==> config.mk <==
export PLATFORM = sky130hd
export DESIGN_NAME = multi_channel_clock_divider_flat
export DESIGN_NICKNAME = d
export VERILOG_FILES = /design/src/rtl/multi_channel_clock_divider_if.sv /design/src/rtl/multi_channel_clock_divider.sv /design/src/flat_wrapper.sv
export SDC_FILE = /design/constraint.sdc
export NUM_CORES = 1
export LEC_CHECK = 0
export CAP_MARGIN = 15
export CORE_ASPECT_RATIO = 1.25
export CORE_MARGIN = 2
export CORE_UTILIZATION = 67
export CTS_BUF_LIST = sky130_fd_sc_hd__clkbuf_4 sky130_fd_sc_hd__clkbuf_8
export DETAILED_ROUTE_END_ITERATION = 8
export PLACE_DENSITY = 0.89
export RECOVER_POWER = 25
export SYNTH_ARGS = -nofsm -noshare
export SYNTH_HDL_FRONTEND = slang
export SYNTH_SLANG_ARGS = --single-unit
==> constraint.sdc <==
create_clock -name clock_in -period 8.6 [get_ports clock_in]
set_input_delay 0.86 -clock clock_in [delete_from_list [all_inputs] [get_ports clock_in]]
set_output_delay 0.86 -clock clock_in [all_outputs]
set_load 0.01 [all_outputs]
==> src/rtl/multi_channel_clock_divider_if.sv <==
// rtl/multi_channel_clock_divider_if.sv - configuration write port for the multi-channel divider
interface multi_channel_clock_divider_if #(
  parameter int CH_W      = 2,
  parameter int DIV_WIDTH = 16
);
  logic                 cfg_valid;
  logic                 cfg_ready;
  logic [CH_W-1:0]      cfg_channel;
  logic [DIV_WIDTH-1:0] cfg_divisor;
  logic [DIV_WIDTH-1:0] cfg_high;
  logic                 cfg_error;

  modport master (
    output cfg_valid, cfg_channel, cfg_divisor, cfg_high,
    input  cfg_ready, cfg_error
  );

  modport slave (
    input  cfg_valid, cfg_channel, cfg_divisor, cfg_high,
    output cfg_ready, cfg_error
  );
endinterface

==> src/rtl/multi_channel_clock_divider.sv <==
// rtl/multi_channel_clock_divider.sv - CHANNELS independent programmable clock dividers
// Updates are queued per channel and only applied at a period boundary (or at once while disabled).
module multi_channel_clock_divider #(
  parameter int CHANNELS        = 4,
  parameter int DIV_WIDTH       = 16,
  parameter int MAX_DIVISION    = 1000,
  parameter int DEFAULT_DIVISOR = 2,
  parameter int CH_W            = (CHANNELS > 1) ? $clog2(CHANNELS) : 1
) (
  input  logic                          clock_in,
  input  logic                          reset,
  input  logic [CHANNELS-1:0]           enable,
  multi_channel_clock_divider_if.slave  cfg,
  input  logic [CHANNELS-1:0]           step_divisor,
  output logic [CHANNELS-1:0]           clock_out,
  output logic [CHANNELS-1:0]           tick,
  output logic [CHANNELS-1:0]           pending
);
  localparam logic [CH_W:0] NUM_CH = (CH_W + 1)'(CHANNELS);
  localparam int            PAD    = 1 << CH_W;

  logic [DIV_WIDTH-1:0] div_q   [CHANNELS];
  logic [DIV_WIDTH-1:0] high_q  [CHANNELS];
  logic [DIV_WIDTH-1:0] cnt_q   [CHANNELS];
  logic [DIV_WIDTH-1:0] pdiv_q  [CHANNELS];
  logic [DIV_WIDTH-1:0] phigh_q [CHANNELS];
  logic [DIV_WIDTH:0]   div_inc [CHANNELS];
  logic [DIV_WIDTH-1:0] step_div[CHANNELS];

  logic [CHANNELS-1:0]  pend_q, sync1_q, sync2_q, sync3_q, step_edge;
  logic [PAD-1:0]       pend_ext;
  logic                 wr_fire, wr_bad;
  logic [DIV_WIDTH-1:0] wr_high;

  // Pad so an out-of-range channel index still reads a defined ready value
  always_comb begin
    pend_ext                 = '0;
    pend_ext[CHANNELS-1:0]   = pend_q;
  end

  assign cfg.cfg_ready = ~pend_ext[cfg.cfg_channel];
  assign wr_fire       = cfg.cfg_valid & cfg.cfg_ready;
  assign wr_bad        = (cfg.cfg_divisor < DIV_WIDTH'(2)) || ({1'b0, cfg.cfg_channel} >= NUM_CH);
  assign wr_high       = (cfg.cfg_high == '0 || cfg.cfg_high >= cfg.cfg_divisor)
                         ? (cfg.cfg_divisor >> 1) : cfg.cfg_high;
  assign step_edge     = sync2_q & ~sync3_q;
  assign pending       = pend_q;

  always_comb begin
    for (int i = 0; i < CHANNELS; i++) begin
      div_inc[i]  = {1'b0, div_q[i]} + (DIV_WIDTH + 1)'(1);
      step_div[i] = (div_inc[i] > (DIV_WIDTH + 1)'(MAX_DIVISION))
                    ? DIV_WIDTH'(2) : div_inc[i][DIV_WIDTH-1:0];
    end
  end

  always_ff @(posedge clock_in) begin
    if (reset) begin
      cfg.cfg_error <= 1'b0;
    end else begin
      cfg.cfg_error <= wr_fire & wr_bad;
    end
  end

  always_ff @(posedge clock_in) begin
    for (int i = 0; i < CHANNELS; i++) begin
      if (reset) begin
        div_q[i]     <= DIV_WIDTH'(DEFAULT_DIVISOR);
        high_q[i]    <= DIV_WIDTH'(DEFAULT_DIVISOR >> 1);
        cnt_q[i]     <= '0;
        pdiv_q[i]    <= '0;
        phigh_q[i]   <= '0;
        pend_q[i]    <= 1'b0;
        sync1_q[i]   <= 1'b0;
        sync2_q[i]   <= 1'b0;
        sync3_q[i]   <= 1'b0;
        clock_out[i] <= 1'b0;
        tick[i]      <= 1'b0;
      end else begin
        sync1_q[i] <= step_divisor[i];
        sync2_q[i] <= sync1_q[i];
        sync3_q[i] <= sync2_q[i];

        if (enable[i]) begin
          clock_out[i] <= (cnt_q[i] < high_q[i]);
          tick[i]      <= (cnt_q[i] == '0);
          if (cnt_q[i] == div_q[i] - DIV_WIDTH'(1)) begin
            cnt_q[i] <= '0;
            if (pend_q[i]) begin
              div_q[i]  <= pdiv_q[i];
              high_q[i] <= phigh_q[i];
              pend_q[i] <= 1'b0;
            end
          end else begin
            cnt_q[i] <= cnt_q[i] + DIV_WIDTH'(1);
          end
        end else begin
          cnt_q[i]     <= '0;
          clock_out[i] <= 1'b0;
          tick[i]      <= 1'b0;
          if (pend_q[i]) begin
            div_q[i]  <= pdiv_q[i];
            high_q[i] <= phigh_q[i];
            pend_q[i] <= 1'b0;
          end
        end

        // A write can only land while pending is clear, so it never races the apply above
        if (wr_fire && !wr_bad && cfg.cfg_channel == CH_W'(i)) begin
          pdiv_q[i]  <= cfg.cfg_divisor;
          phigh_q[i] <= wr_high;
          pend_q[i]  <= 1'b1;
        end else if (step_edge[i] && !pend_q[i]) begin
          pdiv_q[i]  <= step_div[i];
          phigh_q[i] <= step_div[i] >> 1;
          pend_q[i]  <= 1'b1;
        end
      end
    end
  end
endmodule

==> src/flat_wrapper.sv <==
// flat-port wrapper written by rule: the top's interface ports become plain ports
module multi_channel_clock_divider_flat 
#(
  parameter int CHANNELS        = 4,
  parameter int DIV_WIDTH       = 16,
  parameter int MAX_DIVISION    = 1000,
  parameter int DEFAULT_DIVISOR = 2,
  parameter int CH_W            = (CHANNELS > 1) ? $clog2(CHANNELS) : 1
)
  (clock_in, reset, enable, step_divisor, clock_out, tick, pending, cfg_cfg_valid, cfg_cfg_channel, cfg_cfg_divisor, cfg_cfg_high, cfg_cfg_ready, cfg_cfg_error);
  multi_channel_clock_divider_if #(.CH_W(CH_W), .DIV_WIDTH(DIV_WIDTH)) cfg_i ();
  input  logic clock_in;
  input  logic reset;
  input  logic [CHANNELS-1:0] enable;
  input  logic [CHANNELS-1:0] step_divisor;
  output logic [CHANNELS-1:0] clock_out;
  output logic [CHANNELS-1:0] tick;
  output logic [CHANNELS-1:0] pending;
  input wire logic [$bits(cfg_i.cfg_valid)-1:0] cfg_cfg_valid;
  input wire logic [$bits(cfg_i.cfg_channel)-1:0] cfg_cfg_channel;
  input wire logic [$bits(cfg_i.cfg_divisor)-1:0] cfg_cfg_divisor;
  input wire logic [$bits(cfg_i.cfg_high)-1:0] cfg_cfg_high;
  output wire logic [$bits(cfg_i.cfg_ready)-1:0] cfg_cfg_ready;
  output wire logic [$bits(cfg_i.cfg_error)-1:0] cfg_cfg_error;
  assign cfg_i.cfg_valid = cfg_cfg_valid;
  assign cfg_i.cfg_channel = cfg_cfg_channel;
  assign cfg_i.cfg_divisor = cfg_cfg_divisor;
  assign cfg_i.cfg_high = cfg_cfg_high;
  assign cfg_cfg_ready = cfg_i.cfg_ready;
  assign cfg_cfg_error = cfg_i.cfg_error;
  multi_channel_clock_divider #(.CHANNELS(CHANNELS), .DIV_WIDTH(DIV_WIDTH), .MAX_DIVISION(MAX_DIVISION), .DEFAULT_DIVISOR(DEFAULT_DIVISOR), .CH_W(CH_W)) u_core (.clock_in(clock_in), .reset(reset), .enable(enable), .cfg(cfg_i), .step_divisor(step_divisor), .clock_out(clock_out), .tick(tick), .pending(pending));
endmodule
==> flow_summary.yaml, run 1 <==
finish:
  layout_commonest_cell: "edfxtp_1"
  finalNetCount: 2150
  diodes: 0
  drive_above_1_share_pct: 6.43
  final_cell_mix: "edfxtp_1 (320), nor2_1 (201), inv_1 (116), nand2_1 (102)"
  nFillCells: 1909
  syn_to_final_growth_pct: 10.4
setup_path:
  critical_path.max_fanout: 16
  r2r_slack_ps: 4350
  critPathCaptureType: "flip-flop"
  r2r_cells: 10
  arrival_ps: 4620
  worstPathRequired_ps: 8870
  cp-startpoint: "cfg_cfg_divisor[4]"
  cp-start-kind: "input pin"
  worstSetupPathType: "input pin to flip-flop"
  r2r-end: "u_core.div_q[1][14]"
  rr_startpoint: "u_core.div_q[1][0]"
worst_hold_path:
  hold_depth: 1
  worstHoldPathType: "flip-flop to flip-flop"
  hold_start: "u_core.sync1_q[3]"
  min_to: "u_core.sync2_q[3]"
sta:
  rsz0062_at_grt: "false"
  fin_crit_ps: 4350
  slew_viol_final: 205
  fin_ws_ps: 4250
  clock_skew_ps: 36.2
  finalSetupViolCount: 0
  max_freq_mhz: 230
  maxSlewHeadroom_pct: -66.6
  hold_viol_final: 0
  tns_ps: 0
  tightest_slew_ps: 2500
  period_share_pct: 50.6
yosys:
  synth_top_family_by_area: "simple AND/OR/NAND/NOR gates"
  ys.warnings.count: 0
  synthAdderAreaFrac_pct: 5.98
  yosys_register_bits: 345
  syn_area_mm2: 0.0201
  synth.area.mux_share_pct: 1.42
  ys_seq_area_share_pct: 50.3
  syn_inst: 1938
  synth-main-ff-cell: "edfxtp_1"
  synth_top_cell_by_area: "edfxtp_1"
  synth_edf_count: 320
  synth_cell_type_count: 86
  synth_area_per_cell_um2: 10.4
  synthSimpleGateAreaFrac_pct: 20.7
  synth-compound-area-share_pct: 9.63
  synthXorXnorAreaFrac_pct: 7.23
  synth_top_area_share_pct: 47.8
  synth_area_leaders: "edfxtp_1 (48%), ha_1 (6.0%), xnor2_1 (3.8%)"
  synth-async-reset-ratio_pct: 0
run_status:
  violations: "max-capacitance violations, max-slew violations"
  status: "finished with violations"
cts:
  cts.repair.resized: 0
  postCtsSetupBuffers: 0
  clock_sinks: 345
  ctsHoldBuffers: 0
  cts_tree: "built"
  insertion_delay_ps: 630
  root_buffer: "clkbuf_8"
  numCtsBuffers: 52
  cts.clk_slew.worst_paths_ps: 70
  h-tree-depth: 2
  clk_path_buf_depth: 3
power:
  p_leak_nw: 8.30
  powerDensity_mw_per_mm2: 180
  ir_drop_v: 0.000238
placement:
  hpwl_mm: 36.5
  io_buffers: 58
  gp_congestion: 1.02
  dp_slack_ps: 3980
floorplan:
  die_h_um: 198
  core_area_mm2: 0.0294
  dieArea_mm2: 0.0314
  initial_utilization_pct: 68.3
  die_width_um: 159
  io_pins: 59
  rows: 70
routing:
  final_antenna_net_count: 0
  remaining_drc_errors: 0
  via_per_inst: 6.48
  wl_mm: 51.8
  drt_iter0_drc: 1876
  wl_per_cell_um: 21.2
  drt_first_pass_iters: 7
  vias: 15900
global_routing:
  grt_max_degree: 40
  antenna_found_initial: 4
  grt_overflow: 0
  grt_pass1_wl_mm: 81.1
  track_usage_pct: 32.8
  first_global_vias: 15400
run:
  maxCapViolations: 6
[sequential cells by signal, summed over array words and instances (netlist names), 64 cells and up]
name and count:
u_core.cnt_q 64, u_core.div_q 64, u_core.high_q 64, u_core.pdiv_q 64
u_core.phigh_q 64
[report_power, final]
group / switching [mW] / total (mW) / internal [mW]
Clock: 0.672 / 1.51 / 0.840
Combinational: 0.259 / 0.426 / 0.167
Sequential: 0.117 / 2.07 / 1.95
Total: 1.05 / 4.00 / 2.95
[worst max-delay path, stage by stage]
cell and delay, ps:
clkdlybuf4s50_1 570, inv_1 210, ha_1 330, o21a_1 180, o2111a_1 230, o41ai_1 70, nand4_1 890, mux2i_1 1040
o22ai_1 240
[Yosys cell counts (20+ instances only)]
cell type,n
o22ai_1,38
and3_1,30
inv_1,116
nor3_1,52
nand2b_1,21
nand2_1,102
nand3_1,62
ha_1,96
a21oi_1,34
edfxtp_1,320
nor2b_1,35
nor2_1,202
nor4_1,42
a31oi_1,20
dfxtp_1,25
o21ai_0,74
and2_1,96
xor2_1,78
xnor2_1,88
clkbuf_1,100
mux2i_1,24
nand4_1,46
[worst max path at each step]
stage | slack (ps) | endpoint | cells after the start
2_1_floorplan | 4330 | u_core.div_q[2][0] | 8
3_3_place_gp | 4060 | u_core.phigh_q[2][5] | 8
3_5_place_dp | 3980 | u_core.phigh_q[0][5] | 9
4_1_cts | 4210 | u_core.div_q[3][12] | 10
5_1_grt | 4130 | u_core.div_q[1][8] | 10
6_report | 4250 | u_core.phigh_q[3][5] | 9
[per-stage QoR]
stage                     total power, mW  cells  hold WS [ps]  area, um^2  util (%)
after floorplan                      2.34   2001           414       20300         -
after global placement               2.47   2348           421       21000      71.3
after detailed placement             2.50   2348           443       21000      71.3
after CTS                            3.98   2446           461       22200      75.3
after global routing                 4.12   2449           471       22200      75.4
final                                4.00   2449           454       22200      75.4
[metal layers]
layer  track usage [%]  vias up  share of wire, %
met5                 0        -             0.081
met4              16.7        6               5.4
met3              7.33      256                11
met2              54.5     1079                48
met1              40.7     7422                36
li1                  -     7104                 -
[area by class of cell]
| class | instances | area, um^2 | share of cell area (%) |
|---|---|---|---|
| clock buffers | 72 | 903 | 4.07 |
| clock inverters | 26 | 274 | 1.23 |
| inverters | 116 | 435 | 1.96 |
| multi-input cells | 1421 | 9290 | 41.8 |
| flip-flops and latches | 345 | 10100 | 45.6 |
| well taps | 396 | 495 | 2.23 |
| repair buffers | 73 | 689 | 3.11 |
[logic make-up after synthesis]
logic type | count (synthesis)
buffers and inverters | 235
and+or+nand+nor | 779
other | 1
muxes | 27
DFF | 345
AOI/OAI and AO/OA | 289
adders and majority gates | 96
xor gates and xnor gates | 166
No activity file was read; power rests on OpenSTA's default activity.
==> inputs of run 2 (changes only) <==
--- a/config.mk
+++ b/config.mk
@@ -8,10 +8,10 @@
 export CAP_MARGIN = 15
 export CORE_ASPECT_RATIO = 1.25
 export CORE_MARGIN = 2
-export CORE_UTILIZATION = 67
+export CORE_UTILIZATION = 58
 export CTS_BUF_LIST = sky130_fd_sc_hd__clkbuf_4 sky130_fd_sc_hd__clkbuf_8
 export DETAILED_ROUTE_END_ITERATION = 8
-export PLACE_DENSITY = 0.89
+export PLACE_DENSITY = 0.82
 export RECOVER_POWER = 25
 export SYNTH_ARGS = -nofsm -noshare
 export SYNTH_HDL_FRONTEND = slang
==> constraint.sdc (replaced) <==
create_clock -name clock_in -period 4 [get_ports clock_in]
set_input_delay 0.4 -clock clock_in [delete_from_list [all_inputs] [get_ports clock_in]]
set_output_delay 0.4 -clock clock_in [all_outputs]
set_load 0.01 [all_outputs]
==> flow_summary.yaml, run 2 (synthesis gave the netlist of run 1 again) <==
run_status:
  status: "finished with violations"
  violations: "max-capacitance violations, max-slew violations"
global_routing:
  grt_pass1_wl_mm: 83.2
  track_usage_pct: 29.8
  first_global_vias: 15300
  grt_overflow: 0
  grt_max_degree: 33
  antenna_found_initial: 0
routing:
  final_antenna_net_count: 0
  remaining_drc_errors: 0
  via_per_inst: 6.09
  drt_first_pass_iters: 7
  drt_iter0_drc: 1632
  wl_mm: 53.1
  vias: 15700
  wl_per_cell_um: 20.6
setup_path:
  critPathCaptureType: "flip-flop"
  critical_path.max_fanout: 32
  path_cells: "inv_1, ha_1, or4b_1, o41ai_1, o2111ai_1, or4_1, nand2_1, o21a_1, buf_4"
  cp_slowest_cell: "or4b_1"
  r2r_cells: 9
  cpPeakStageDelay_ps: 610
  worstSetupPathType: "flip-flop to flip-flop"
  cp_top_family: "simple AND/OR/NAND/NOR gates"
  cp.depth: 9
  cp-start-kind: "flip-flop"
  worstPathRequired_ps: 4260
  arrival_ps: 3890
  critPathBufInv: 2
floorplan:
  io_pins: 59
  initial_utilization_pct: 58.5
  die_width_um: 170
  dieArea_mm2: 0.0362
  core_area_mm2: 0.0343
  die_h_um: 212
  rows: 76
cts:
  ctsHoldBuffers: 0
  clk_path_buf_depth: 3
  cts_tree: "built"
  postCtsSetupBuffers: 0
  insertion_delay_ps: 650
  root_buffer: "clkbuf_8"
  clock_sinks: 345
  cts.repair.resized: 0
  h-tree-depth: 2
  numCtsBuffers: 52
  cts.clk_slew.worst_paths_ps: 60
finish:
  multi_input_area_mm2: 0.00929
  fin_cells: 2574
  final_cell_mix: "edfxtp_1 (320), nor2_1 (201), inv_1 (116), nand2_1 (102)"
  fin_util_pct: 65.8
  syn_to_final_growth_pct: 12.4
  layout_commonest_cell: "edfxtp_1"
  diodes: 0
  drive_above_1_share_pct: 8.12
  nFillCells: 2603
  finalNetCount: 2204
  seqCellArea_mm2: 0.0101
sta:
  finalSetupViolCount: 0
  tns_ps: 0
  maxSlewHeadroom_pct: -17.7
  slew_viol_final: 66
  hold_viol_final: 0
  tightest_slew_ps: 1770
  fin_crit_ps: 3630
  rsz0062_at_grt: "false"
  clock_skew_ps: 61.6
  max_freq_mhz: 275
  period_share_pct: 90.8
  fin_ws_ps: 370
placement:
  io_buffers: 58
  dp_slack_ps: 239
  gp_congestion: 0.985
  place_inst: 2477
  hpwl_mm: 38.3
power:
  ir_drop_v: 0.000292
  powerDensity_mw_per_mm2: 374
  p_leak_nw: 8.52
worst_hold_path:
  hold_depth: 2
  worstHoldPathType: "input pin to flip-flop"
run:
  maxCapViolations: 2
==> run 2: cell types whose count changed in the layout (fill, tap and decap cells not counted), sizes merged <==
cell           previous run  this run
clkinv                   15        24
clkinvlp                  4         1
buf                      10        62
clkbuf                   78        74
bufinv                    5         4
dlygate4sd3              13        14
clkdlybuf4s50            44        43
==> run 2: metrics by stage <==
| stage | area, um^2 | total power [mW] | hold WS (ps) |
|---|---|---|---|
| 3_5_place_dp | 21500 | 5.44 | 428 |
| 5_1_grt | 22600 | 8.74 | 321 |
| 6_report | 22600 | 8.46 | 324 |
| 2_1_floorplan | 20300 | 5.03 | 414 |
| 4_1_cts | 22600 | 8.46 | 250 |
| 3_3_place_gp | 21500 | 5.39 | 421 |
==> run 2: layout make-up <==
class                      instances  area share (%)
sequential                       345            44.7
multi-input combinational       1421            41.1
timing repair buffer             127            4.83
clock buffer                      66            3.69
tap                              468            2.59
inverter                         116            1.93
clock inverter                    31            1.12
==> run 2: final timing paths <==
check / startpoint / to / slack [ps]
worst max register to register: u_core.div_q[0][1] / u_core.high_q[0][12] / 370
worst min-delay path: step_divisor[3] / u_core.sync1_q[3] / 320
worst min register to register: u_core.sync1_q[0] / u_core.sync2_q[0] / 440
worst max-delay path: u_core.div_q[0][1] / u_core.high_q[0][12] / 370
==> run 2: routing by layer <==
layer	GRT usage, %	wire length, um	vias to the layer above	part of all wire [%]
met5	0	0	-	0
met4	18.2	3530	0	6.7
met3	5.16	3910	230	7.4
met2	49.3	25400	778	48
met1	36.4	20200	7454	38
li1	-	-	7218	-
==> run 2: where the power goes <==
part / switching [mW] / internal, mW / leakage (nW)
combinational: 0.612 / 0.400 / 4.47
clock: 1.41 / 1.64 / 0.565
sequential: 0.208 / 4.19 / 3.49
==> inputs of run 3 (changes only) <==
--- a/config.mk
+++ b/config.mk
@@ -5,6 +5,7 @@
 export SDC_FILE = /design/constraint.sdc
 export NUM_CORES = 1
 export LEC_CHECK = 0
+export ABC_AREA = 1
 export CAP_MARGIN = 15
 export CORE_ASPECT_RATIO = 1.25
 export CORE_MARGIN = 2
==> flow_summary.yaml, run 3 <==
cts:
  cts.clk_slew.worst_paths_ps: 70
  root_buffer: "clkbuf_8"
  numCtsBuffers: 54
  clock_sinks: 345
  clk_path_buf_depth: 3
  postCtsSetupBuffers: 0
  insertion_delay_ps: 620
  cts.repair.resized: 0
  ctsHoldBuffers: 0
  h-tree-depth: 2
  cts_tree: "built"
sta:
  maxSlewHeadroom_pct: 14.4
  hold_viol_final: 0
  slew_viol_final: 0
  tns_ps: 0
  finalSetupViolCount: 0
  fin_ws_ps: 442
  fin_crit_ps: 3560
  tightest_slew_ps: 1270
  timing.hold.ws_ps: 312
  max_freq_mhz: 281
  rsz0062_at_grt: "false"
  period_share_pct: 89.0
  clock_skew_ps: 43.1
yosys:
  synth-async-reset-ratio_pct: 0
  synth_area_per_cell_um2: 8.48
  ys_seq_area_share_pct: 47.5
  synth_top_cell_by_area: "edfxtp_1"
  synth_top_area_share_pct: 45.1
  synthTopCellsByCount: "nand2_1 (498), inv_1 (431), nor2_1 (355), edfxtp_1 (320), nand3_1 (154)"
  yosysMostFrequentCell: "nand2_1"
  synth_edf_count: 320
  synth-main-ff-cell: "edfxtp_1"
  synth_cell_type_count: 49
  yosys_register_bits: 345
  syn_inst: 2511
  synth_area_leaders: "edfxtp_1 (45%), nand2_1 (8.8%), inv_1 (7.6%)"
  ys.warnings.count: 0
  syn_area_mm2: 0.0213
placement:
  dp_slack_ps: 46.4
  gp_congestion: 0.970
  io_buffers: 58
  hpwl_mm: 42.6
routing:
  wl_mm: 55.6
  wl_met1_mm: 22.3
  wl_per_cell_um: 17.5
  drt_first_pass_iters: 6
  final_antenna_net_count: 0
  via_per_inst: 5.42
  vias: 17200
  wl_met3_mm: 3.95
  remaining_drc_errors: 0
  routed-wl-met2_mm: 27.3
  drt_iter0_drc: 1550
  highest_layer: "met4"
floorplan:
  io_pins: 59
  core_area_mm2: 0.0363
  die_width_um: 175
  initial_utilization_pct: 58.7
  dieArea_mm2: 0.0383
  die_h_um: 218
  rows: 78
setup_path:
  worstSetupPathType: "input pin to flip-flop"
  critPathCaptureType: "flip-flop"
  crit_top_cell: "nand2_1"
  cp_slowest_cell: "o21ai_0"
  critical_path.max_fanout: 29
  worstPathRequired_ps: 4310
  arrival_ps: 3870
  r2r_slack_ps: 620
  critPathBufInv: 3
  cp_top_family: "buffers and inverters"
  cp-start-kind: "input pin"
  path_cells: "dlygate4sd3_1, inv_1, ha_1, a21oi_1, o21a_1, nand2_1, nand2_1, nand4_1, buf_4, o21ai_0, nor2_1"
  cpPeakStageDelay_ps: 1000
finish:
  final_cell_mix: "nand2_1 (502), inv_1 (433), nor2_1 (360), edfxtp_1 (320), nand3_1 (155)"
  syn_to_final_growth_pct: 11.0
  finalNetCount: 2797
  nFillCells: 2960
  seqCellArea_mm2: 0.0101
  drive_above_1_share_pct: 9.18
  layout_commonest_cell: "nand2_1"
  multi_input_area_mm2: 0.00934
  diodes: 0
global_routing:
  first_global_vias: 17100
  track_usage_pct: 29.4
  grt_pass1_wl_mm: 88.2
  grt_max_degree: 33
  antenna_found_initial: 0
  grt_overflow: 0
power:
  ir_drop_v: 0.000315
  powerDensity_mw_per_mm2: 364
  p_leak_nw: 10.4
run:
  maxCapViolations: 0
run_status:
  status: "completed"
worst_hold_path:
  worstHoldPathType: "input pin to flip-flop"
## run 3: logic make-up after synthesis
kind of cell / synth area share [%]
fa+ha+maj: 5.64
compound gates: 4.01
flops: 47.5
xor+xnor: 6.02
buf+inv: 9.58
other cells: 0.0176
simple gates: 27.3
## run 3: routing by layer
| layer | track usage (%) | vias to the layer above |
|---|---|---|
| met1 | 37.5 | 8116 |
| met3 | 4.26 | 141 |
| li1 | - | 8294 |
| met4 | 11.2 | 0 |
| met5 | 0 | - |
| met2 | 50.9 | 677 |
## run 3: cell type report
cell class | instances | share of cell area [%]
multi-input combinational | 1732 | 39.5
clock buffer | 81 | 4.24
tap | 480 | 2.54
timing repair buffer | 80 | 3.09
clock inverter | 20 | 0.820
inverter | 443 | 7.03
sequential | 345 | 42.8
## run 3: worst paths after layout
| path | start | end | cells after the start |
|---|---|---|---|
| worst max register to register | u_core.div_q[2][0] | u_core.div_q[2][10] | 16 |
| worst min register to register | u_core.sync1_q[0] | u_core.sync2_q[0] | 2 |
| worst min-delay path | step_divisor[0] | u_core.sync1_q[0] | 3 |
| worst max-delay path | cfg_cfg_divisor[5] | u_core.phigh_q[1][11] | 11 |
## run 3: power by group
group          internal [mW]  leakage (nW)  total, mW  switching [mW]
logic                  0.330          6.26      0.995           0.665
clock network           1.86         0.626       3.28            1.42
registers               4.15          3.52       4.33           0.181
total                   6.34          10.4       8.61            2.27
## run 3: tightest hold or removal path, stage by stage
cell	delay, ps
clkdlybuf4s50_1	390
inv_1	50
nor2_1	30
## run 3: through the flow
step / std cells / utilization, % / area (um^2) / power [mW]
6_report: 3181 / 65.1 / 23600 / 8.61
5_1_grt: 3181 / 65.1 / 23600 / 8.92
4_1_cts: 3181 / 65.3 / 23700 / 8.63
3_5_place_dp: 3080 / 62.0 / 22500 / 5.38
3_3_place_gp: 3080 / 62.0 / 22500 / 5.34
2_1_floorplan: 2574 / - / 21500 / 5.01
